`src/rtl/syscall_console.sv`:
```
// Syscall service unit: prints unsigned integers as decimal ASCII on a byte stream,
// raises a sticky halt on exit, and flags unsupported codes.
module syscall_console #(
  parameter logic [31:0] PRINT_CODE   = 32'd1,
  parameter logic [31:0] EXIT_CODE    = 32'd10,
  parameter logic [7:0]  NEWLINE_CHAR = 8'h0A
) (
  input  logic        clk,
  input  logic        rst_n,
  input  logic        req,
  input  logic [31:0] code,
  input  logic [31:0] arg,
  output logic        busy,
  output logic        done,
  output logic        bad_code,
  output logic        halt,
  output logic [7:0]  tx_data,
  output logic        tx_valid,
  input  logic        tx_ready
);

  localparam int unsigned DW = 32;
  localparam int unsigned ND = 10;
  localparam int unsigned BW = 4 * ND;
  localparam int unsigned CW = 5;
  localparam int unsigned IW = 4;

  typedef enum logic [2:0] {
    S_IDLE,
    S_CONVERT,
    S_EMIT,
    S_NEWLINE,
    S_HALT
  } state_t;

  state_t        state_q, state_d;
  logic [DW-1:0] bin_q, bin_d;
  logic [BW-1:0] bcd_q, bcd_d, bcd_adj;
  logic [CW-1:0] step_q, step_d;
  logic [IW-1:0] idx_q, idx_d;
  logic          done_d, bad_d, halt_d, busy_d, tx_valid_d;
  logic [7:0]    tx_data_d;

  // Index of the most significant nonzero digit (0 when all digits are zero).
  function automatic logic [IW-1:0] msd_idx(input logic [BW-1:0] b);
    msd_idx = '0;
    for (int k = 0; k < int'(ND); k++)
      if (b[k*4 +: 4] != 4'd0) msd_idx = IW'(k);
  endfunction

  function automatic logic [3:0] digit_at(input logic [BW-1:0] b, input logic [IW-1:0] i);
    digit_at = 4'd0;
    for (int k = 0; k < int'(ND); k++)
      if (i == IW'(k)) digit_at = b[k*4 +: 4];
  endfunction

  // Double-dabble correction: add 3 to every digit that is 5 or more.
  always_comb begin
    bcd_adj = bcd_q;
    for (int k = 0; k < int'(ND); k++)
      if (bcd_q[k*4 +: 4] >= 4'd5) bcd_adj[k*4 +: 4] = bcd_q[k*4 +: 4] + 4'd3;
  end

  always_comb begin
    state_d = state_q;
    bin_d   = bin_q;
    bcd_d   = bcd_q;
    step_d  = step_q;
    idx_d   = idx_q;
    done_d  = 1'b0;
    bad_d   = 1'b0;
    halt_d  = halt;

    case (state_q)
      S_IDLE: begin
        if (req) begin
          if (code == PRINT_CODE) begin
            state_d = S_CONVERT;
            bin_d   = arg;
            bcd_d   = '0;
            step_d  = '0;
          end else if (code == EXIT_CODE) begin
            state_d = S_HALT;
            halt_d  = 1'b1;
          end else begin
            done_d = 1'b1;
            bad_d  = 1'b1;
          end
        end
      end
      S_CONVERT: begin
        bcd_d  = {bcd_adj[BW-2:0], bin_q[DW-1]};
        bin_d  = {bin_q[DW-2:0], 1'b0};
        step_d = step_q + CW'(1);
        if (step_q == CW'(DW - 1)) begin
          state_d = S_EMIT;
          idx_d   = msd_idx(bcd_d);
        end
      end
      S_EMIT: begin
        if (tx_ready) begin
          if (idx_q == '0) state_d = S_NEWLINE;
          else             idx_d   = idx_q - IW'(1);
        end
      end
      S_NEWLINE: begin
        if (tx_ready) begin
          state_d = S_IDLE;
          done_d  = 1'b1;
        end
      end
      S_HALT:  state_d = S_HALT;
      default: state_d = S_IDLE;
    endcase

    // Outputs are registered from the next state so they align with it.
    busy_d     = (state_d != S_IDLE);
    tx_valid_d = (state_d == S_EMIT) || (state_d == S_NEWLINE);
    case (state_d)
      S_EMIT:    tx_data_d = 8'h30 + {4'h0, digit_at(bcd_d, idx_d)};
      S_NEWLINE: tx_data_d = NEWLINE_CHAR;
      default:   tx_data_d = 8'h00;
    endcase
  end

  always_ff @(posedge clk or negedge rst_n) begin
    if (!rst_n) begin
      state_q  <= S_IDLE;
      bin_q    <= '0;
      bcd_q    <= '0;
      step_q   <= '0;
      idx_q    <= '0;
      busy     <= 1'b0;
      done     <= 1'b0;
      bad_code <= 1'b0;
      halt     <= 1'b0;
      tx_data  <= 8'h00;
      tx_valid <= 1'b0;
    end else begin
      state_q  <= state_d;
      bin_q    <= bin_d;
      bcd_q    <= bcd_d;
      step_q   <= step_d;
      idx_q    <= idx_d;
      busy     <= busy_d;
      done     <= done_d;
      bad_code <= bad_d;
      halt     <= halt_d;
      tx_data  <= tx_data_d;
      tx_valid <= tx_valid_d;
    end
  end

endmodule

```
`config.mk`:
```
export PLATFORM = sky130hd
export DESIGN_NAME = syscall_console
export DESIGN_NICKNAME = d
export VERILOG_FILES = /design/src/rtl/syscall_console.sv
export SDC_FILE = /design/constraint.sdc
export NUM_CORES = 1
export LEC_CHECK = 0
export BUFFER_PORTS_ARGS = -buffer_cell sky130_fd_sc_hd__buf_4
export CAP_MARGIN = 20
export CORE_MARGIN = 1.5
export CORE_UTILIZATION = 35
export DETAILED_ROUTE_END_ITERATION = 8
export SLEW_MARGIN = 15
export SYNTH_ARGS = -nofsm -noshare
export SYNTH_HDL_FRONTEND = slang
export SYNTH_SLANG_ARGS = --single-unit
```
`constraint.sdc`:
```
create_clock -name clk -period 3.8 [get_ports clk]
set_input_delay 0.95 -clock clk [delete_from_list [all_inputs] [get_ports clk]]
set_output_delay 0.95 -clock clk [all_outputs]
set_load 0.02 [all_outputs]
```
==> run summary <==
The flow ran to the end, and the final reports show no timing, DRC or antenna violations. The average routed wire per standard cell is 15.40 um. The signal on the critical path passes through inv_1, ha_1, nand2b_1, nor3b_1, a2111o_1, or2_1, o31a_1, a31oi_4, nor2b_1, a32o_1, a311oi_1, o41ai_1. The CTS tree is yes. The required time of the worst setup path came out at 4.03 ns. Once detailed placement completed, the half-perimeter wirelength came to 10760 um. Detailed routing inserted a total of 5317 vias. During I/O placement, the number of pins put on the boundary was 81.

The number of enable-type register cells in the synthesized netlist is 0. The tightest min-delay check is of the register to register type. For this design the static power due to leakage is 3.044 nW. The longest individual stage delay on the worst path is 0.43 ns. The hold violation count in the final report came out at 0. In the routed layout, each cell is associated on average with a via count of 5.354.

The total setup buffers inserted after CTS is 0. The layout cell share with drive strength beyond 1 is 15.27%. Synthesis inferred 94 register bits. The global routing usage on met3 is 2.614%. The global-route met1 utilization is 23.81%. The quantity of I/O buffers inserted on ports is 78. The later-pin clock latency in the skew report came out at 0.35 ns. Setup repair after global routing left no endpoint under its margin. The net count reported at finish is 860. The global routing stage identified its most utilized layer as met2. The number of buffers between clock root and the deepest sink came out at 2.

The number of buffers added by the clock tree synthesis step came out at 9. The H-tree level count is 3. The residual overflow from global routing came out at 0. On the critical path, the stage with the largest delay is an instance of dfrtp_1. The die height came out at 132.3 um. The synthesized netlist occupies a cell area of 5856 um^2. The repair_antennas step left the layout with diodes totalling 0. Synthesis instantiated 66 different standard cells from the library. In this run, the number of DRC markers left after iteration 0 of detailed routing was 307. The critical path in this run is classified as register to register. The wire length of the first global-routing pass came out at 24890 um. In the synthesized netlist, the number of instances is 705. Setup violations remaining at the end of the flow were counted as 0. The clock tree skew after final layout came out at 0.007696 ns. The transition time at the pin with the least slew margin came out at 0.8957 ns. The total of warnings raised by yosys is 0. The highest ir drop seen on vdd is 0.0002012 V. The largest net degree at the start of global routing came out at 97. The floorplan step defined a die boundary enclosing 17520 um^2. The average size of a mapped cell is 8.306 um^2. The met2 usage in global routing is 29.09%. Summed over all instances, the cell type with the most area after synthesis is dfrtp_1. The minimum clock period after layout is 3.524 ns.

The worst-path maximum fanout came out at 11. The residual antenna-violating net count after detailed routing is 0. The number of antenna violations at the first check in global routing is 0.

The final number of max-transition violations is 0. The via count of the first global-routing pass is 4971. The row count came out at 47.

The share of async-settable or async-resettable flops after synthesis came out at 100.0%. The global routing usage summed across all routing layers is 17.85%. The core box area is 16470 um^2.

The register clock-pin slew on the reported worst setup and hold paths came out at 0.07 ns. The horizontal extent of the die is 132.3 um. The maximum clock rate is 283.8 MHz. In the post-synthesis netlist, the cell with the most instances is nand2_1. The worst setup path is captured at a register. The max-slew headroom at the worst pin is 40.29%. Data on the critical path arrives at its endpoint at 3.75 ns. In the final timing run, aggregate negative setup slack is 0 ns.

The share of Yosys cell area claimed by the top area cell type came out at 40.17%. The DRC violations left is 0. For this design the ratio of total power to cell area is 279.6 nW/um^2. The final routed wirelength across all metal layers came out at 15300 um. The starting density of the core came out at 35.56%. Ranked by total cell area, the synthesized netlist is headed by dfrtp_1, nand2_1, ha_1. The final hold slack came out at 0.4787 ns. The post-route clock period utilization came out at 92.73%. The cell sitting at the root of the clock tree is a clkbuf_16. The number of maximum-capacitance constraint violations came out at 0. The clock sink count came out at 94. By count the netlist is led by nand2_1, dfrtp_1, nor2_1.

The type of element launching the critical path is a register. The dominant register cell in the synthesized netlist is dfrtp_1. The detailed-router iteration count before antenna repair came out at 5. Routability-driven placement finished with a final weighted congestion of 0.8497. After synthesis, flip-flops and latches occupy 40.17% of the total area. The area overhead of the layout relative to synthesis is 18.63%.
[flip-flops by register name, indices dropped and copies added, names as in the netlist]
signal,count
busy,1
halt,1
step_q,5
idx_q,4
tx_data,5
bcd_q,40
done,1
bad_code,1
state_q,3
bin_q,32
tx_valid,1
[placed cells by master (no fill, tap or decap), types with 3 or more instances in the layout]
| master | count |
|---|---|
| or3_1 | 3 |
| nor4_1 | 9 |
| clkbuf_1 | 3 |
| clkbuf_16 | 9 |
| nand3b_1 | 4 |
| a211oi_1 | 3 |
| o21ai_0 | 40 |
| o22ai_1 | 12 |
| a31oi_1 | 33 |
| nand2b_1 | 15 |
| buf_4 | 87 |
| mux2_2 | 5 |
| nor3b_1 | 13 |
| o21ai_1 | 11 |
| xnor2_1 | 10 |
| and2_1 | 5 |
| nand3_1 | 34 |
| o31ai_1 | 7 |
| and3_1 | 10 |
| o21bai_1 | 3 |
| a21oi_1 | 36 |
| inv_1 | 31 |
| o211ai_1 | 6 |
| nor2_1 | 61 |
| nor3_1 | 14 |
| nand2_1 | 115 |
| dfrtp_1 | 94 |
| mux2i_1 | 16 |
| ha_1 | 23 |
| nand4_1 | 5 |
[critical path: cells and delay by family, from the launching register on]
kind	cells	cell delay, ns
AO/OA/AOI/OAI	6	1.81
adder cells (fa/ha/maj)	1	0.25
buffers and inverters	1	0.13
flip-flops	1	0.43
AND/OR/NAND/NOR	4	0.76
[kinds of logic after synthesis]
| group | after synthesis | synth area share (%) |
|---|---|---|
| other | 1 | 0.06404 |
| adder cells (fa/ha/maj) | 23 | 4.915 |
| AND/OR/NAND/NOR | 302 | 24.25 |
| flip-flops | 94 | 40.17 |
| XOR/XNOR | 11 | 1.645 |
| multiplexers | 23 | 4.081 |
| buffers and inverters | 69 | 4.829 |
| AO/OA/AOI/OAI | 182 | 20.04 |
[path summary, 6_finish.rpt]
path,startpoint,to,slack [ns],depth (start not counted)
setup / recovery,bcd_q[28]$_DFF_PN0_,tx_data[2]$_DFF_PN0_,0.28,12
hold / removal,halt$_DFFE_PN0P_,halt$_DFFE_PN0P_,0.48,1
setup reg to reg,bcd_q[28]$_DFF_PN0_,tx_data[2]$_DFF_PN0_,0.28,12
hold reg to reg,halt$_DFFE_PN0P_,halt$_DFFE_PN0P_,0.48,1
max in group asynchronous,rst_n,halt$_DFFE_PN0P_,2.76,2
min in group asynchronous,rst_n,bin_q[8]$_DFFE_PN0P_,0.63,2
[layer usage]
metal | part of all wire, % | vias up
li1 | - | 2645
met1 | 45 | 2511
met2 | 47 | 141
met3 | 5.6 | 20
met4 | 2.1 | 0
met5 | 0 | -
[timing repair]
item,CTS,global route
gates resized for setup,0,0
hold buffers,0,0
endpoints found under the setup margin,0,1
[final cells by class]
cell class | count | area, um^2
Tap cell | 220 | 275.3
Clock buffer | 14 | 264.0
Fill cell | 1697 | 9519
Sequential cell | 94 | 2352
Multi-Input combinational cell | 544 | 3257
Timing Repair Buffer | 88 | 673.1
Inverter | 32 | 120.1
Clock inverter | 1 | 5.005
[per-stage QoR]
| stage | cell area (um^2) | total power [mW] | worst slack [ns] | std cells | utilization (%) |
|---|---|---|---|---|---|
| after global placement | 6665 | 1.111 | 0.3311 | 977 | 40.48 |
| after global routing | 6947 | 2.008 | 0.1062 | 993 | 42.19 |
| after detailed placement | 6665 | 1.111 | 0.2187 | 977 | 40.48 |
| after CTS | 6934 | 1.968 | 0.2004 | 992 | 42.11 |
| final | 6947 | 1.943 | 0.2763 | 993 | 42.19 |
| after floorplan | 5859 | 1.032 | 0.8067 | 706 | - |
[power by group]
group	switching (mW)	total, mW	internal (mW)	leakage, nW
clock network	0.377	0.853	0.476	0.133
registers	0.000271	1.00	1.00	0.922
logic	0.0372	0.0875	0.0502	1.99
total	0.415	1.94	1.53	3.04
No activity file was read; power rests on OpenSTA's default activity.
